==> src/rtl/rv32_alu_pkg.sv <==
// Shared definitions for the RV32I ALU issue controller.
//   - Major opcodes handled by alu_base (OP, OP-IMM)
//   - funct3 operation encodings ADD..AND
//   - Issue FSM state encoding
//   - is_shift_op(): funct3 values whose second operand is a 5-bit shift amount
package rv32_alu_pkg;

    localparam logic [6:0] OPC_OP     = 7'b0110011;
    localparam logic [6:0] OPC_OP_IMM = 7'b0010011;

    // Only the base funct7 is implemented; SUB/SRA variants are rejected.
    localparam logic [6:0] F7_BASE    = 7'b0000000;

    localparam logic [2:0] F3_ADD  = 3'b000;
    localparam logic [2:0] F3_SLL  = 3'b001;
    localparam logic [2:0] F3_SLT  = 3'b010;
    localparam logic [2:0] F3_SLTU = 3'b011;
    localparam logic [2:0] F3_XOR  = 3'b100;
    localparam logic [2:0] F3_SRL  = 3'b101;
    localparam logic [2:0] F3_OR   = 3'b110;
    localparam logic [2:0] F3_AND  = 3'b111;

    typedef enum logic [2:0] {
        ST_IDLE      = 3'd0,
        ST_ISSUE     = 3'd1,
        ST_EXECUTE   = 3'd2,
        ST_WRITEBACK = 3'd3,
        ST_REJECT    = 3'd4
    } issue_state_e;

    function automatic logic is_shift_op(input logic [2:0] f3);
        return (f3 == F3_SLL) || (f3 == F3_SRL);
    endfunction

endpackage

==> src/rtl/rv32_alu_decode.sv <==
// Combinational decoder for RV32I OP / OP-IMM instruction words.
// Ports:
//   instr_i     in   XLEN        instruction word
//   legal_o     out  1           instruction is supported by alu_base
//   is_imm_o    out  1           OP-IMM form (second operand from immediate)
//   funct3_o    out  3           operation select
//   rs1_o       out  REG_ADDR_W  source register 1
//   rs2_o       out  REG_ADDR_W  source register 2
//   rd_o        out  REG_ADDR_W  destination register
//   imm_sext_o  out  XLEN        sign-extended I-type immediate
module rv32_alu_decode
    import rv32_alu_pkg::*;
#(
    parameter int XLEN       = 32,
    parameter int REG_ADDR_W = 5
) (
    input  logic [XLEN-1:0]        instr_i,
    output logic                   legal_o,
    output logic                   is_imm_o,
    output logic [2:0]             funct3_o,
    output logic [REG_ADDR_W-1:0]  rs1_o,
    output logic [REG_ADDR_W-1:0]  rs2_o,
    output logic [REG_ADDR_W-1:0]  rd_o,
    output logic signed [XLEN-1:0] imm_sext_o
);

    logic [6:0] opcode;
    logic [6:0] funct7;
    logic       is_op;

    assign opcode   = instr_i[6:0];
    assign funct7   = instr_i[31:25];
    assign funct3_o = instr_i[14:12];
    assign rd_o     = instr_i[7 +: REG_ADDR_W];
    assign rs1_o    = instr_i[15 +: REG_ADDR_W];
    assign rs2_o    = instr_i[20 +: REG_ADDR_W];

    assign is_op    = (opcode == OPC_OP);
    assign is_imm_o = (opcode == OPC_OP_IMM);

    assign imm_sext_o = {{(XLEN-12){instr_i[31]}}, instr_i[31:20]};

    // Register-register ops need the base funct7 (no SUB/SRA). Immediate
    // shifts encode funct7 in the upper immediate bits, so only they are
    // constrained; all other OP-IMM forms use the full 12-bit immediate.
    assign legal_o = (is_op && (funct7 == F7_BASE)) ||
                     (is_imm_o && (!is_shift_op(funct3_o) || (funct7 == F7_BASE)));

endmodule

==> src/rtl/alu_issue_ctrl.sv <==
// Issue controller driving alu_base: accepts one RV32I OP/OP-IMM instruction
// at a time, reads its operands from the register file, presents them to the
// ALU, and writes the registered ALU result back to rd.
// Sequence: IDLE -> ISSUE -> EXECUTE -> WRITEBACK -> IDLE, or IDLE -> REJECT -> IDLE.
// Ports:
//   clock, reset              clock and synchronous active-high reset
//   instr_valid/instr_word    instruction offer from fetch
//   instr_ready               high in IDLE; handshake = valid & ready
//   rs1_addr/rs2_addr         register file read addresses (driven in ISSUE)
//   rs1_data/rs2_data         combinational register file read data
//   alu_enable                operands valid to alu_base (EXECUTE)
//   alu_funct3                operation select to alu_base
//   alu_operand_1/_2          operands to alu_base
//   alu_result                registered result from alu_base
//   rd_we/rd_addr/rd_data     register file write port (WRITEBACK)
//   illegal_instr             one-cycle pulse for a rejected instruction
module alu_issue_ctrl
    import rv32_alu_pkg::*;
#(
    parameter int XLEN       = 32,
    parameter int REG_ADDR_W = 5
) (
    input  logic                  clock,
    input  logic                  reset,
    input  logic                  instr_valid,
    input  logic [XLEN-1:0]       instr_word,
    output logic                  instr_ready,
    output logic [REG_ADDR_W-1:0] rs1_addr,
    output logic [REG_ADDR_W-1:0] rs2_addr,
    input  logic [XLEN-1:0]       rs1_data,
    input  logic [XLEN-1:0]       rs2_data,
    output logic                  alu_enable,
    output logic [2:0]            alu_funct3,
    output logic [XLEN-1:0]       alu_operand_1,
    output logic [XLEN-1:0]       alu_operand_2,
    input  logic [XLEN-1:0]       alu_result,
    output logic                  rd_we,
    output logic [REG_ADDR_W-1:0] rd_addr,
    output logic [XLEN-1:0]       rd_data,
    output logic                  illegal_instr
);

    issue_state_e          state_q;
    logic [XLEN-1:0]       instr_q;
    logic                  instr_ready_q;
    logic [REG_ADDR_W-1:0] rs1_addr_q;
    logic [REG_ADDR_W-1:0] rs2_addr_q;
    logic                  alu_enable_q;
    logic [2:0]            alu_funct3_q;
    logic [XLEN-1:0]       alu_op1_q;
    logic [XLEN-1:0]       alu_op2_q;
    logic                  rd_we_q;
    logic [REG_ADDR_W-1:0] rd_addr_q;
    logic                  illegal_q;

    logic                  dec_legal;
    logic                  dec_is_imm;
    logic [2:0]            dec_funct3;
    logic [REG_ADDR_W-1:0] dec_rs1;
    logic [REG_ADDR_W-1:0] dec_rs2;
    logic [REG_ADDR_W-1:0] dec_rd;
    logic signed [XLEN-1:0] dec_imm;
    logic [XLEN-1:0]       dec_instr;

    logic [XLEN-1:0]       op2_raw;
    logic [XLEN-1:0]       op2_d;

    // One decoder serves both phases: in IDLE it classifies the offered
    // word for the accept/reject decision, afterwards it decodes the
    // latched copy so later changes on instr_word cannot leak in.
    assign dec_instr = (state_q == ST_IDLE) ? instr_word : instr_q;

    rv32_alu_decode #(
        .XLEN       (XLEN),
        .REG_ADDR_W (REG_ADDR_W)
    ) u_decode (
        .instr_i    (dec_instr),
        .legal_o    (dec_legal),
        .is_imm_o   (dec_is_imm),
        .funct3_o   (dec_funct3),
        .rs1_o      (dec_rs1),
        .rs2_o      (dec_rs2),
        .rd_o       (dec_rd),
        .imm_sext_o (dec_imm)
    );

    // Shift amounts use only the low five bits of either source.
    always_comb begin
        op2_raw = dec_is_imm ? dec_imm : rs2_data;
        op2_d   = op2_raw;
        if (is_shift_op(dec_funct3)) begin
            op2_d = {{(XLEN-5){1'b0}}, op2_raw[4:0]};
        end
    end

    always_ff @(posedge clock) begin
        if (reset) begin
            state_q       <= ST_IDLE;
            instr_ready_q <= 1'b1;
            rs1_addr_q    <= '0;
            rs2_addr_q    <= '0;
            alu_enable_q  <= 1'b0;
            alu_funct3_q  <= '0;
            alu_op1_q     <= '0;
            alu_op2_q     <= '0;
            rd_we_q       <= 1'b0;
            rd_addr_q     <= '0;
            illegal_q     <= 1'b0;
        end else begin
            case (state_q)
                ST_IDLE: begin
                    if (instr_valid && instr_ready_q) begin
                        instr_q       <= instr_word;
                        instr_ready_q <= 1'b0;
                        if (dec_legal) begin
                            state_q    <= ST_ISSUE;
                            rs1_addr_q <= dec_rs1;
                            rs2_addr_q <= dec_rs2;
                        end else begin
                            state_q   <= ST_REJECT;
                            illegal_q <= 1'b1;
                        end
                    end
                end
                // ---- ISSUE -> EXECUTE: capture register file data as operands
                ST_ISSUE: begin
                    state_q      <= ST_EXECUTE;
                    rs1_addr_q   <= '0;
                    rs2_addr_q   <= '0;
                    alu_enable_q <= 1'b1;
                    alu_funct3_q <= dec_funct3;
                    alu_op1_q    <= rs1_data;
                    alu_op2_q    <= op2_d;
                end
                // ---- EXECUTE -> WRITEBACK: alu_base samples operands on this edge
                ST_EXECUTE: begin
                    state_q      <= ST_WRITEBACK;
                    alu_enable_q <= 1'b0;
                    alu_funct3_q <= '0;
                    alu_op1_q    <= '0;
                    alu_op2_q    <= '0;
                    // x0 is hardwired zero: run the op but suppress the write.
                    rd_we_q      <= (dec_rd != '0);
                    rd_addr_q    <= dec_rd;
                end
                ST_WRITEBACK: begin
                    state_q       <= ST_IDLE;
                    rd_we_q       <= 1'b0;
                    rd_addr_q     <= '0;
                    instr_ready_q <= 1'b1;
                end
                ST_REJECT: begin
                    state_q       <= ST_IDLE;
                    illegal_q     <= 1'b0;
                    instr_ready_q <= 1'b1;
                end
                default: begin
                    state_q       <= ST_IDLE;
                    instr_ready_q <= 1'b1;
                end
            endcase
        end
    end

    assign instr_ready   = instr_ready_q;
    assign rs1_addr      = rs1_addr_q;
    assign rs2_addr      = rs2_addr_q;
    assign alu_enable    = alu_enable_q;
    assign alu_funct3    = alu_funct3_q;
    assign alu_operand_1 = alu_op1_q;
    assign alu_operand_2 = alu_op2_q;
    assign rd_we         = rd_we_q;
    assign rd_addr       = rd_addr_q;
    assign illegal_instr = illegal_q;

    // alu_result is already registered inside alu_base and only becomes
    // valid in WRITEBACK, so it is forwarded rather than re-registered.
    assign rd_data = (state_q == ST_WRITEBACK) ? alu_result : '0;

endmodule

==> config.mk <==
export PLATFORM = sky130hd
export DESIGN_NAME = alu_issue_ctrl
export DESIGN_NICKNAME = d
export VERILOG_FILES = /design/src/rtl/rv32_alu_pkg.sv /design/src/rtl/rv32_alu_decode.sv /design/src/rtl/alu_issue_ctrl.sv
export SDC_FILE = /design/constraint.sdc
export NUM_CORES = 1
export LEC_CHECK = 0
export ABC_AREA = 1
export BUFFER_PORTS_ARGS = -buffer_cell sky130_fd_sc_hd__buf_4
export CORE_ASPECT_RATIO = 1.75
export CORE_MARGIN = 8
export CORE_UTILIZATION = 39
export DETAILED_ROUTE_END_ITERATION = 6
export PLACE_DENSITY_LB_ADDON = 0.1
export SYNTH_ARGS = -nofsm -noshare
export SYNTH_HDL_FRONTEND = slang
export SYNTH_SLANG_ARGS = --single-unit
export TNS_END_PERCENT = 20
==> constraint.sdc <==
create_clock -name clock -period 4 [get_ports clock]
set_input_delay 0.6 -clock clock [delete_from_list [all_inputs] [get_ports clock]]
set_output_delay 0.6 -clock clock [all_outputs]
set_load 0.03 [all_outputs]
==> results.yml <==
timing:
  rsz0062_at_grt: "no"
  min_period_over_period_pct: 78.70
  slew_headroom_pct: 18.44
  finClkSkew_ns: 0.008919
  timing.final.hold_violations: 0
  worst_pin_slew_ns: 1.220
  drv_slew: 0
  fin_crit_ns: 3.148
  clock.fmax_ghz: 0.3177
  finalSetupTns_ns: 0
  setup_viol: 0
placement:
  gp_congestion: 0.8725
  dpl.hpwl_mm: 13.10
  io_buffer_count: 248
detailed_routing:
  firstDrtPassIters: 4
  wirelength_mm: 17.27
  viasPerCell: 4.701
  met1Wirelength_mm: 6.487
  num_vias: 4955
  ant_nets: 0
  dr.max_layer_used: "met4"
  met2WireLength_mm: 8.936
  drtIter0Drc: 168
  wl_per_cell_um: 16.38
  drc_errors: 0
  met3_wirelength_mm: 1.449
setup_path:
  crit_path_max_fanout: 33
  start_kind: "flip-flop"
  worstPathArrival_ns: 2.55
  critPathKind: "reg2out"
  end_kind: "output pin"
  cp.required_ns: 3.40
die:
  die_w_um: 102.3
  boundaryPins: 249
  die_y_um: 167.1
  start_util_pct: 39.52
  rows: 55
  die_area_mm2: 0.01710
  coreArea_mm2: 0.01287
clocking:
  postCtsSetupBuffers: 0
  root_buffer: "clkbuf_16"
  cts_tree: "done"
  cts_resized: 0
  clock_sinks: 121
  clk_latency_ns: 0.41
  clk_pin_slew_ns: 0.05
  h-tree-depth: 4
  clockBufferDepth: 2
  cts_buffers: 17
  cts_hold_buf: 0
power:
  leakagePower_nw: 3.504
  powerDensity_mw_per_mm2: 524.1
  peakVddDrop_uv: 305.5
  power_mw: 3.995
synth:
  synth_cell_types: 32
  synth_fp_nets: 769
  netlist_instances: 638
  ys_seq_area_share_pct: 53.92
  synth_area_mm2: 0.005086
  yosysWarningCount: 0
  synth-seq-cells: 121
  syn_area_per_cell_um2: 7.972
status:
  outcome: "complete, no violations"
global_routing:
  grt_pass1_wl_mm: 26.92
  grtUsageTotal_pct: 20.37
  first_global_vias: 5036
  grt_max_degree: 79
  antenna_found_initial: 0
  gr-total-overflow: 0
worst_hold_path:
  hold_class: "in2reg"
finish:
  antennaDiodeCount: 0
  drive_gt1_share_pct: 34.65
  area_growth_syn_to_layout_pct: 49.84
  nets: 1002
job:
  maxCapViolCount: 0
[stage by stage]
| step | cell area, µm² | utilization (%) | hold WS [ns] | std cells | setup slack (ns) |
|---|---|---|---|---|---|
| 6_report | 7621 | 59.22 | 0.3747 | 1054 | 0.8520 |
| 5_1_grt | 7621 | 59.22 | 0.3529 | 1054 | 0.5835 |
| 4_1_cts | 7621 | 59.22 | 0.3576 | 1054 | 0.8446 |
| 3_5_place_dp | 7029 | 54.62 | 0.4552 | 1023 | 1.282 |
| 3_3_place_gp | 7029 | 54.62 | 0.4502 | 1023 | 1.393 |
| 2_1_floorplan | 5086 | - | 0.4925 | 638 | 0.3478 |
[worst paths after layout]
path         slack (ns)  depth (start not counted)               from           endpoint
min                0.37                          1      instr_word[8]         instr_q[8]
min reg2reg        0.46                          2  alu_operand_1[30]  alu_operand_1[30]
max                0.85                          3         state_q[1]        rd_data[27]
max reg2reg        1.34                         12         state_q[2]        rs2_addr[3]
[flip-flops by register name, indices dropped and copies added, names as in the netlist]
| register | count |
|---|---|
| state_q | 3 |
| rs2_addr | 5 |
| instr_ready | 1 |
| illegal_instr | 1 |
| alu_operand_2 | 32 |
| alu_funct3 | 3 |
| rs1_addr | 5 |
| instr_q | 32 |
| rd_we | 1 |
| alu_operand_1 | 32 |
| alu_enable | 1 |
| rd_addr | 5 |
[critical path: stages, from the launching register on]
cell and delay, ns:
dfxtp_1 0.59, nand3_1 0.91, nor2_1 0.40, buf_4 0.22
[cells by family (layout without fill, tap and decap cells)]
group	count (synthesis)	in the layout	share of synthesized area [%]
and+or+nand+nor	286	286	23.71
AOI/OAI and AO/OA	131	131	13.90
DFF	121	121	53.92
buffers and inverters	98	343	8.069
muxes	2	2	0.3936
[layout make-up]
| class | instances | area [µm²] |
|---|---|---|
| Clock buffer | 26 | 563.0 |
| Clock inverter | 5 | 28.78 |
| Fill cell | 1217 | 5248 |
| Inverter | 61 | 231.5 |
| Multi-Input combinational cell | 419 | 1944 |
| Sequential cell | 121 | 2743 |
| Tap cell | 171 | 214.0 |
| Timing Repair Buffer | 251 | 1897 |
[cells in the final DEF, fill, tap and decap left out, drive strengths merged]
master | netlist | routed
a21oi | 85 | 85
a41oi | 1 | 1
buf | 16 | 251
clkbuf | 21 | 26
clkinv | 1 | 4
clkinvlp | 0 | 1
dfxtp | 89 | 89
edfxtp | 32 | 32
inv | 60 | 61
mux2i | 2 | 2
nand2 | 191 | 191
nand3 | 9 | 9
nand3b | 12 | 12
nor2 | 70 | 70
nor3 | 4 | 4
o211ai | 7 | 7
o21ai | 38 | 38
[cell usage after synthesis]
| library cell | count | share of area [%] |
|---|---|---|
| nand2_4 | 1 | 0.22 |
| a21oi_2 | 8 | 1.4 |
| o21ai_1 | 8 | 0.79 |
| inv_1 | 55 | 4.1 |
| nand2_1 | 187 | 14 |
| mux2i_1 | 2 | 0.39 |
| a21oi_1 | 77 | 7.6 |
| nor2_1 | 66 | 4.9 |
| clkinv_1 | 1 | 0.074 |
| buf_4 | 3 | 0.44 |
| o21ai_0 | 30 | 3.0 |
| nand3b_1 | 12 | 1.8 |
| inv_2 | 4 | 0.30 |
| nor3_1 | 2 | 0.20 |
| dfxtp_1 | 89 | 35 |
| nand3_2 | 1 | 0.20 |
| inv_4 | 1 | 0.12 |
| buf_6 | 1 | 0.22 |
| nand3_4 | 1 | 0.34 |
| buf_1 | 3 | 0.22 |
| edfxtp_1 | 32 | 19 |
| nand3_1 | 7 | 0.69 |
| buf_8 | 1 | 0.30 |
| nand2_2 | 3 | 0.37 |
| nor2_2 | 2 | 0.25 |
| nor3_2 | 2 | 0.39 |
| nor2_8 | 1 | 0.39 |
| clkbuf_1 | 21 | 1.5 |
| a41oi_1 | 1 | 0.17 |
| o211ai_1 | 7 | 1.0 |
| buf_2 | 8 | 0.79 |
| nor2_4 | 1 | 0.22 |
[report_power, final]
part / total, mW / switching (mW) / internal (mW)
combinational: 1.05 / 0.686 / 0.362
clock: 1.48 / 0.519 / 0.964
sequential: 1.46 / 0.0737 / 1.39
[routing by layer]
layer	track usage, %	up-vias
met2	35.22	161
met1	21.64	2257
met3	7.599	30
li1	-	2507
met4	7.326	0
met5	0	-
Power figures use the tool's default switching activity.
